$ cat src/rtl/ahb_burst_arbiter_rr.sv
// rtl/ahb_burst_arbiter_rr.sv - AHB burst-aware bus arbiter and master multiplexer
//
// Purpose:
//   Arbitrates NM AHB-style masters onto one shared slave bus. MODE selects
//   fixed priority (index 0 highest) or round-robin. A master that starts a
//   defined-length burst (4/8/16 beats) keeps the grant for the whole burst.
//   A master that starts a locked transfer keeps the grant until it releases
//   hlock. Address/control are muxed by the address-phase owner (hmaster).
//   Write data is muxed by the data-phase owner.
//
// Ports:
//   hclk, hreset        clock, synchronous active-low reset
//   busreq[NM]          per-master bus request
//   hlock[NM]           per-master locked-transfer request
//   haddr/htrans/       per-master address-phase buses, master i in slice i
//   hburst
//   hwdata              per-master write data, master i in slice i
//   hready              slave ready; advances phases, FSM and beat count
//   hgrant[NM]          registered one-hot grant
//   hmaster[MW]         address-phase owner index
//   hmaster_lock        current transfer is locked
//   haddr_out, htrans_out, hburst_out   muxed by hmaster
//   hwdata_out          muxed by the data-phase owner

module ahb_burst_arbiter_rr #(
   parameter int NM      = 9,
   parameter int MW      = 4,
   parameter int AW      = 32,
   parameter int DW      = 32,
   parameter int MODE    = 1,
   parameter int DEF_MST = 0
) (
   input  logic             hclk,
   input  logic             hreset,
   input  logic [NM-1:0]    busreq,
   input  logic [NM-1:0]    hlock,
   input  logic [NM*AW-1:0] haddr,
   input  logic [NM*2-1:0]  htrans,
   input  logic [NM*3-1:0]  hburst,
   input  logic [NM*DW-1:0] hwdata,
   input  logic             hready,
   output logic [NM-1:0]    hgrant,
   output logic [MW-1:0]    hmaster,
   output logic             hmaster_lock,
   output logic [AW-1:0]    haddr_out,
   output logic [1:0]       htrans_out,
   output logic [2:0]       hburst_out,
   output logic [DW-1:0]    hwdata_out
);

   typedef enum logic [1:0] {
      ST_ARB   = 2'd0,
      ST_BURST = 2'd1,
      ST_LOCK  = 2'd2
   } state_t;

   localparam logic [1:0] HT_IDLE   = 2'b00;
   localparam logic [1:0] HT_BUSY   = 2'b01;
   localparam logic [1:0] HT_NONSEQ = 2'b10;
   localparam logic [1:0] HT_SEQ    = 2'b11;

   localparam logic [MW-1:0] DEF_IDX = MW'(DEF_MST);
   localparam logic [NM-1:0] ONE_NM  = {{(NM-1){1'b0}}, 1'b1};

   // Registered state
   state_t        state_q,  state_d;
   logic [NM-1:0] hgrant_q, hgrant_d;
   logic [MW-1:0] hmaster_q, hmaster_d;
   logic [MW-1:0] downer_q, downer_d;   // data-phase owner
   logic          lock_q,   lock_d;
   logic [3:0]    count_q,  count_d;    // beats accepted in the current burst
   logic [3:0]    last_q,   last_d;     // burst length minus one

   // Combinational helpers
   logic [MW-1:0] arb_idx;
   logic          arb_found;
   int            cand;
   logic [MW-1:0] grant_idx;
   logic [NM-1:0] owner_oh;
   logic [3:0]    len_m1;
   logic          fixed_burst;
   logic          is_nonseq;
   logic          is_seq;
   logic          is_busy;
   logic          is_idle;
   logic          owner_lock;

   // Muxing: address phase by hmaster, data phase by the data owner
   always_comb begin
      haddr_out  = haddr[int'(hmaster_q)*AW +: AW];
      htrans_out = htrans[int'(hmaster_q)*2 +: 2];
      hburst_out = hburst[int'(hmaster_q)*3 +: 3];
      hwdata_out = hwdata[int'(downer_q)*DW +: DW];
   end

   // Arbitration winner. Round-robin searches from hmaster+1 and wraps so
   // the current owner is considered last.
   always_comb begin
      arb_idx   = DEF_IDX;
      arb_found = 1'b0;
      cand      = 0;
      if (MODE == 0) begin
         for (int i = NM-1; i >= 0; i--) begin
            if (busreq[i]) arb_idx = MW'(i);
         end
      end else begin
         for (int off = 1; off <= NM; off++) begin
            cand = int'(hmaster_q) + off;
            if (cand >= NM) cand = cand - NM;
            if (!arb_found && busreq[cand]) begin
               arb_idx   = MW'(cand);
               arb_found = 1'b1;
            end
         end
      end
   end

   // Index of the currently granted master
   always_comb begin
      grant_idx = DEF_IDX;
      for (int i = 0; i < NM; i++) begin
         if (hgrant_q[i]) grant_idx = MW'(i);
      end
   end

   always_comb begin
      owner_oh    = ONE_NM << hmaster_q;
      owner_lock  = hlock[hmaster_q];
      is_nonseq   = (htrans_out == HT_NONSEQ);
      is_seq      = (htrans_out == HT_SEQ);
      is_busy     = (htrans_out == HT_BUSY);
      is_idle     = (htrans_out == HT_IDLE);
      // SINGLE (000) and INCR (001) are not fixed-length
      fixed_burst = hburst_out[2] | hburst_out[1];
      case (hburst_out)
         3'b010, 3'b011: len_m1 = 4'd3;
         3'b100, 3'b101: len_m1 = 4'd7;
         3'b110, 3'b111: len_m1 = 4'd15;
         default:        len_m1 = 4'd0;
      endcase
   end

   // Next-state logic
   always_comb begin
      state_d   = state_q;
      hgrant_d  = hgrant_q;
      hmaster_d = hmaster_q;
      downer_d  = downer_q;
      lock_d    = lock_q;
      count_d   = count_q;
      last_d    = last_q;

      case (state_q)
         ST_ARB: begin
            hgrant_d = ONE_NM << arb_idx;
            if (hready) begin
               hmaster_d = grant_idx;
               downer_d  = hmaster_q;
               if (is_nonseq && owner_lock) begin
                  // Owner keeps the bus; grant pinned to it on entry
                  state_d   = ST_LOCK;
                  lock_d    = 1'b1;
                  hgrant_d  = owner_oh;
                  hmaster_d = hmaster_q;
               end else if (is_nonseq && fixed_burst) begin
                  state_d   = ST_BURST;
                  count_d   = 4'd1;
                  last_d    = len_m1;
                  hgrant_d  = owner_oh;
                  hmaster_d = hmaster_q;
               end
            end
         end

         ST_BURST: begin
            if (hready) begin
               downer_d = hmaster_q;
               if (is_seq) begin
                  if (count_q == last_q) begin
                     state_d = ST_ARB;
                     count_d = 4'd0;
                  end else begin
                     count_d = count_q + 4'd1;
                  end
               end else if (is_idle || is_nonseq) begin
                  // Terminated burst
                  state_d = ST_ARB;
                  count_d = 4'd0;
               end
            end
         end

         ST_LOCK: begin
            if (hready) begin
               downer_d = hmaster_q;
               if (!owner_lock && !is_seq && !is_busy) begin
                  state_d = ST_ARB;
                  lock_d  = 1'b0;
               end
            end
         end

         default: begin
            state_d = ST_ARB;
            lock_d  = 1'b0;
            count_d = 4'd0;
         end
      endcase
   end

   always_ff @(posedge hclk) begin
      if (!hreset) begin
         state_q   <= ST_ARB;
         hgrant_q  <= ONE_NM << DEF_IDX;
         hmaster_q <= DEF_IDX;
         downer_q  <= DEF_IDX;
         lock_q    <= 1'b0;
         count_q   <= 4'd0;
         last_q    <= 4'd0;
      end else begin
         state_q   <= state_d;
         hgrant_q  <= hgrant_d;
         hmaster_q <= hmaster_d;
         downer_q  <= downer_d;
         lock_q    <= lock_d;
         count_q   <= count_d;
         last_q    <= last_d;
      end
   end

   assign hgrant       = hgrant_q;
   assign hmaster      = hmaster_q;
   assign hmaster_lock = lock_q;

endmodule

$ cat config.mk
export PLATFORM = sky130hd
export DESIGN_NAME = ahb_burst_arbiter_rr
export DESIGN_NICKNAME = d
export VERILOG_FILES = /design/src/rtl/ahb_burst_arbiter_rr.sv
export SDC_FILE = /design/constraint.sdc
export NUM_CORES = 1
export LEC_CHECK = 0
export CORE_AREA = 2 2 282 284
export CTS_CLUSTER_DIAMETER = 120
export DETAILED_ROUTE_END_ITERATION = 8
export DIE_AREA = 0 0 284 286
export GPL_ROUTABILITY_DRIVEN = 0
export PLACE_DENSITY = 0.34
export SLEW_MARGIN = 20
export SYNTH_ARGS = -nofsm -noshare
export SYNTH_HDL_FRONTEND = slang
export SYNTH_SLANG_ARGS = --single-unit
$ cat constraint.sdc
create_clock -name hclk -period 11.4 [get_ports hclk]
set_input_delay 1.14 -clock hclk [delete_from_list [all_inputs] [get_ports hclk]]
set_output_delay 1.14 -clock hclk [all_outputs]
set_load 0.02 [all_outputs]
# After elaboration in Yosys (flattened, before gate mapping)
# Index checks and enable logic that the tools add are counted.
[word_totals]
ff_bits = 28
out_inout_bits = 83
input_bits = 642
wordCells = 205
[classes]
n_reduce_logical = 36
order_cmp = 19
addsub = 19
eq_ne = 22
mul = 1
n_shift = 6
bitwise = 5
mux = 90
[op_table]
columns = ["cell", "n"]
rows = [
  ["$shiftx A288 B10 Y32", 2],
  ["$lt A32 B6 Y1 const B", 9],
  ["$mux W32", 9],
  ["$mux W4", 23],
  ["$sub A5 B4 Y6 const B", 9],
  ["$ge A5 B4 Y1 const B", 9],
  ["$bmux W1 S4", 10],
  ["$mux W1", 32],
  ["$mux W9", 3],
  ["$shiftx A27 B7 Y3", 1],
  ["$pmux W4 S3", 2],
  ["$add A4 B3 Y5 const B", 4],
  ["$mux W2", 9],
  ["$shiftx A18 B6 Y2", 1],
  ["$shl A1 B4 Y9 const A", 2],
  ["$ne A2 B2 Y1 const B", 7],
  ["$eq A3 B3 Y1 const B", 4],
  ["$logic_and A1 B1 Y1", 12],
  ["$logic_not A1 Y1", 11],
  ["$add A4 B2 Y5 const B", 2],
  ["$add A4 B4 Y5 const B", 2],
  ["$ne A3 B3 Y1 const B", 3],
  ["$reduce_and A4 Y1", 2],
  ["$reduce_and A7 Y1", 1],
  ["19 further kinds", 29],
]

# Longest topological paths before layout
[logic_depth]
word_depth = 35
mapped_depth = 20
ltp_nobuf = 14

# Worst setup path before layout
# Ideal clock, no wire load.
[synth_path]
path_kind = "reg-to-reg"
from = "reg hmaster_q[2] (netlist: hmaster[2])"
to = "reg hgrant_q[0] (netlist: hgrant[0])"
slack_ps = 6216
setup_ps = 122
arrival_time_ps = 5062
path_stages_with_launch = 19
path_cell_list = "dfxtp_1 buf_4 clkbuf_1 inv_2 buf_1 buf_1 ha_1 or3b_1 a21oi_1 nor3_1 o221ai_1 nand3_1 a2111o_1 nor3_4 o21a_1 a31oi_1 o21ai_2 nor2_1 a221o_1"
[synth_between]
elab_chain_cells = 35
elab_cells_between_ends = 110
classes_between = "18 x add/sub; 1 x mul; 9 x order compare; 1 x eq/ne; 4 x shift; 58 x mux; 1 x bitwise; 18 x reduce/logical"
[synth_lines]
columns = ["item", "line", "rtl"]
rows = [
  ["from (decl)", "68", "logic [MW-1:0] hmaster_q, hmaster_d;"],
  ["from (signal assigned)", "223", "hmaster_q <= hmaster_d;"],
  ["$add A4 B1 Y5", "108", "cand = int'(hmaster_q) + off;"],
  ["$sub A5 B4 Y6 / $ge A5 B4 Y1 (equally long branches)", "109", "if (cand >= NM) cand = cand - NM;"],
  ["$mux W32", "109", ""],
  ["$bmux W1 S4", "110", "if (!arb_found && busreq[cand]) begin"],
  ["$mux W1 (implied by the code) (2 in a row)", "110", ""],
  ["$mux W1", "110", ""],
  ["$logic_not A1 Y1", "110", ""],
  ["$logic_and A1 B1 Y1", "110", ""],
  ["[... 18 more ...]", "--", ""],
  ["$mux W1", "110", ""],
  ["$logic_not A1 Y1", "110", ""],
  ["$logic_and A1 B1 Y1", "110", ""],
  ["$mux W4", "110", ""],
  ["$shl A1 B4 Y9", "155", "hgrant_d = ONE_NM << arb_idx;"],
  ["$mux W9", "165", "end else if (is_nonseq && fixed_burst) begin"],
  ["$mux W9", "159", "if (is_nonseq && owner_lock) begin"],
  ["$mux W9 *", "156", "if (hready) begin"],
  ["to (signal assigned)", "214", "hgrant_q <= ONE_NM << DEF_IDX;"],
  ["to (signal assigned)", "222", "hgrant_q <= hgrant_d;"],
  ["to (decl)", "67", "logic [NM-1:0] hgrant_q, hgrant_d;"],
]
# Mark *: on every way between the ends. The rest lies on a longest branch, timed or not. The select of a mux whose other input is x is not followed.
# A chain may end at the register's enable or synchronous reset.

# Worst setup path in the final report
[layout_path]
from = "reg hmaster_q[0] (netlist: hmaster[0])"
to = "out htrans_out[0]"
[layout_between]
elab_chain_cells = 1
[layout_lines]
columns = ["item", "line", "rtl"]
rows = [
  ["$shiftx A18 B6 Y2", "91", "htrans_out = htrans[int'(hmaster_q)*2 +: 2];"],
  ["to (decl)", "46", "output logic [1:0] htrans_out,"],
]
# Every way passes these cells.

==> results.cfg <==
[worst_setup_path]
crit_path_frequent_cell = buf_4
worstPathMaxFanout = 54
cp_top_family = buffers and inverters
crit_chain = buf_4 -> buf_4 -> mux4_2 -> mux2i_1 -> o21ai_1 -> clkdlybuf4s50_1
slowest_delay_ns = 0.84
path_buf_inv = 3
cp.depth = 6
critPathKind = reg2out
crit_path_start_kind = flip-flop
cp_slowest_cell = clkdlybuf4s50_1
rr_worst_depth = 15
arrival_ns = 4.39
worstPathRequired_ns = 10.26
endpoint_kind = primary output

[logic_synthesis]
synthAdderAreaFrac_pct = 2.93
synth_nets = 1765
synth_compound_area_share_pct = 20.1
synthMuxAreaShare_pct = 46.0
async_flop_share_pct = 0
synth_area_leaders = mux4_2, mux2i_1, dfxtp_1, o21ai_0, nand2_1
avgSynthCellArea_um2 = 8.93
synth_top_area_share_pct = 33.0
postSynthCellCount = 1100
ys.warnings.count = 0
ys_ff_latch = 27
synth_ff_type = dfxtp_1
ys_types = 95
synth-xor-area-share_pct = 3.59
netlist_area_um2 = 9820
synthSimpleGateAreaFrac_pct = 16.3
synth_top_area_cell = mux4_2
synth_top_family_by_area = multiplexers
synth_edf_count = 0
yosysSeqAreaShare_pct = 5.50

[placed_design]
dp_hpwl_mm = 75.2
dp_worst_setup_slack_ns = 6.06
portBuffers = 724
dp_cells = 2789
dpl_cell_area_um2 = 18100

[sta]
relSlewSlack_pct = 24.7
final_hold_viol_count = 0
fin_setup_tns_ns = 0
grt_setup_unrepaired = no
tightest_slew_ns = 1.12
slew_violations = 0
min_period_ns = 5.53
finalSetupViolations = 0
fin_skew_ns = 0.0145
min_period_over_period_pct = 48.5
setup_ws_ns = 5.87
fmax_ghz = 0.181

[final_layout]
drive_above_1_share_pct = 13.0
final_net_count = 2409
area_growth_syn_to_layout_pct = 85.5
final_cells = 2805
final_area_um2 = 18200

[global_route]
grt_pass1_vias = 12911
grt_start_max_net_pins = 55
grt_first_pass_wirelength_mm = 116
grt_usage_pct = 20.5
grt_antenna_before_repair = 33
grt-ovfl-total = 0

[die]
die_h_um = 286
dieArea_um2 = 81200
initial_core_util_pct = 12.5
num_rows = 103
die_w_um = 284
top_level_ports = 725
core_area_um2 = 78400

[cts]
post-cts-setup-buffers = 0
tritoncts = built
clk-insertion-delay-late_ns = 0.28
cts_num_sinks = 27
cts_resized = 0
clock_path_buffers = 2
postCtsHoldBufs = 0
cts_buffers = 3
cts_root_buf = clkbuf_16
clk_pin_slew_ns = 0.08
cts_max_level = 1

[route]
wire_per_inst_um = 31.2
drtIter0Drc = 854
drc_errors = 0
vias = 12750
vias_per_cell = 4.55
firstDrtPassIters = 5
antenna_left = 0
wirelength_mm = 87.6

[power]
power_mw = 2.24
p_leak_nw = 6.04
cellPowerDensity_nw_per_um2 = 123
vdd_drop_max_v = 0.0000545

[worst_hold_path]
hold_path_class = reg2reg
hold_depth = 2

[outcome]
run_status = completed

[flow_run]
cap_violations = 0
cell usage after synthesis, types with 11 or more instances:
cell	count
clkbuf_1	55
inv_1	22
o211ai_1	11
buf_1	23
mux4_2	144
ha_1	23
nand2_1	125
and2_1	11
dfxtp_1	27
nand2b_1	17
a21oi_1	37
mux2i_1	109
nand3_1	24
o21ai_0	98
nor3_1	17
xnor2_1	27
buf_2	17
mux2_2	15
nor2_1	67
a31oi_1	15
cell families (layout without fill, tap and decap cells):
family,Yosys count,after routing
compound gates,287,287
xor+xnor,37,37
fa+ha+maj,23,23
buf+inv,130,773
flops,27,27
mux,269,269
other cells,0,12
simple gates,327,327
report_power, final:
| group | switching, mW | internal (mW) |
|---|---|---|
| Sequential | 0.0372 | 0.111 |
| Clock | 0.0393 | 0.0480 |
| Combinational | 1.11 | 0.895 |
stage by stage:
| stage | util (%) | hold WS [ns] |
|---|---|---|
| 4_1_cts | 23.2 | 0.494 |
| 5_1_grt | 23.3 | 0.523 |
| 3_3_place_gp | 23.1 | 0.471 |
| 3_5_place_dp | 23.1 | 0.482 |
| 6_report | 23.3 | 0.496 |
| 2_1_floorplan | - | 0.457 |
cell usage in the layout, fill, tap and decap left out, drive strengths merged, types with 5 or more instances in the layout:
master         synthesis  final
a21o                   5      5
clkdlybuf4s50          0    724
nand2b                17     17
a211oi                 9      9
a22oi                  6      6
and2                  11     11
nor2b                 10     10
a32oi                  8      8
nand4                  5      5
o21ai                104    104
o211ai                12     12
diode                  0     12
o22ai                  6      6
o31ai                 10     10
and3                   7      7
xor2                   8      8
nor2                  67     67
a21oi                 39     39
mux4                 144    144
o2111ai                5      5
nor4                  10     10
nand2                125    125
nand3                 24     24
or3                    9      9
inv                   24     24
xnor2                 28     28
dfxtp                 27     27
ha                    23     23
mux2i                109    109
a31oi                 16     16
mux2                  16     16
nor3                  19     19
a211o                  5      5
buf                   50     20
final timing paths:
path / end / slack, ns / startpoint
max: htrans_out[0] / 5.87 / hmaster[0]
min: count_q[3] / 0.50 / count_q[3]
max reg2reg: hgrant[0] / 5.99 / hmaster[1]
min reg2reg: count_q[3] / 0.50 / count_q[3]
final cells by class:
class,count,area (um^2)
Tap cell,1050,1310
Clock buffer,3,75.1
Antenna cell,12,30.0
Sequential cell,27,561
Fill cell,8642,60100
Clock inverter,1,7.51
Timing Repair Buffer,744,7400
Multi-Input combinational cell,943,8750
Inverter,25,93.8
metal layers:
metal / share of wire, % / track usage (%)
met3: 6.9 / 4.74
met4: 2.3 / 5.18
met2: 52 / 37.3
met1: 39 / 24.1
met5: 0.13 / 0
flip-flops by register name (all words and copies together) (netlist names):
name / count
hgrant: 9
hmaster: 4
last_q: 3
hmaster_lock: 1
count_q: 4
downer_q: 4
state_q: 2
worst reg2reg max path, delay by kind of cell (launching register included):
family	cells	cell delay, ns
AO/OA/AOI/OAI	7	2.15
adder cells (fa/ha/maj)	1	0.64
buffers and inverters	2	0.96
flip-flops	1	0.49
AND/OR/NAND/NOR	5	1.08
No activity file was read; power rests on OpenSTA's default activity.
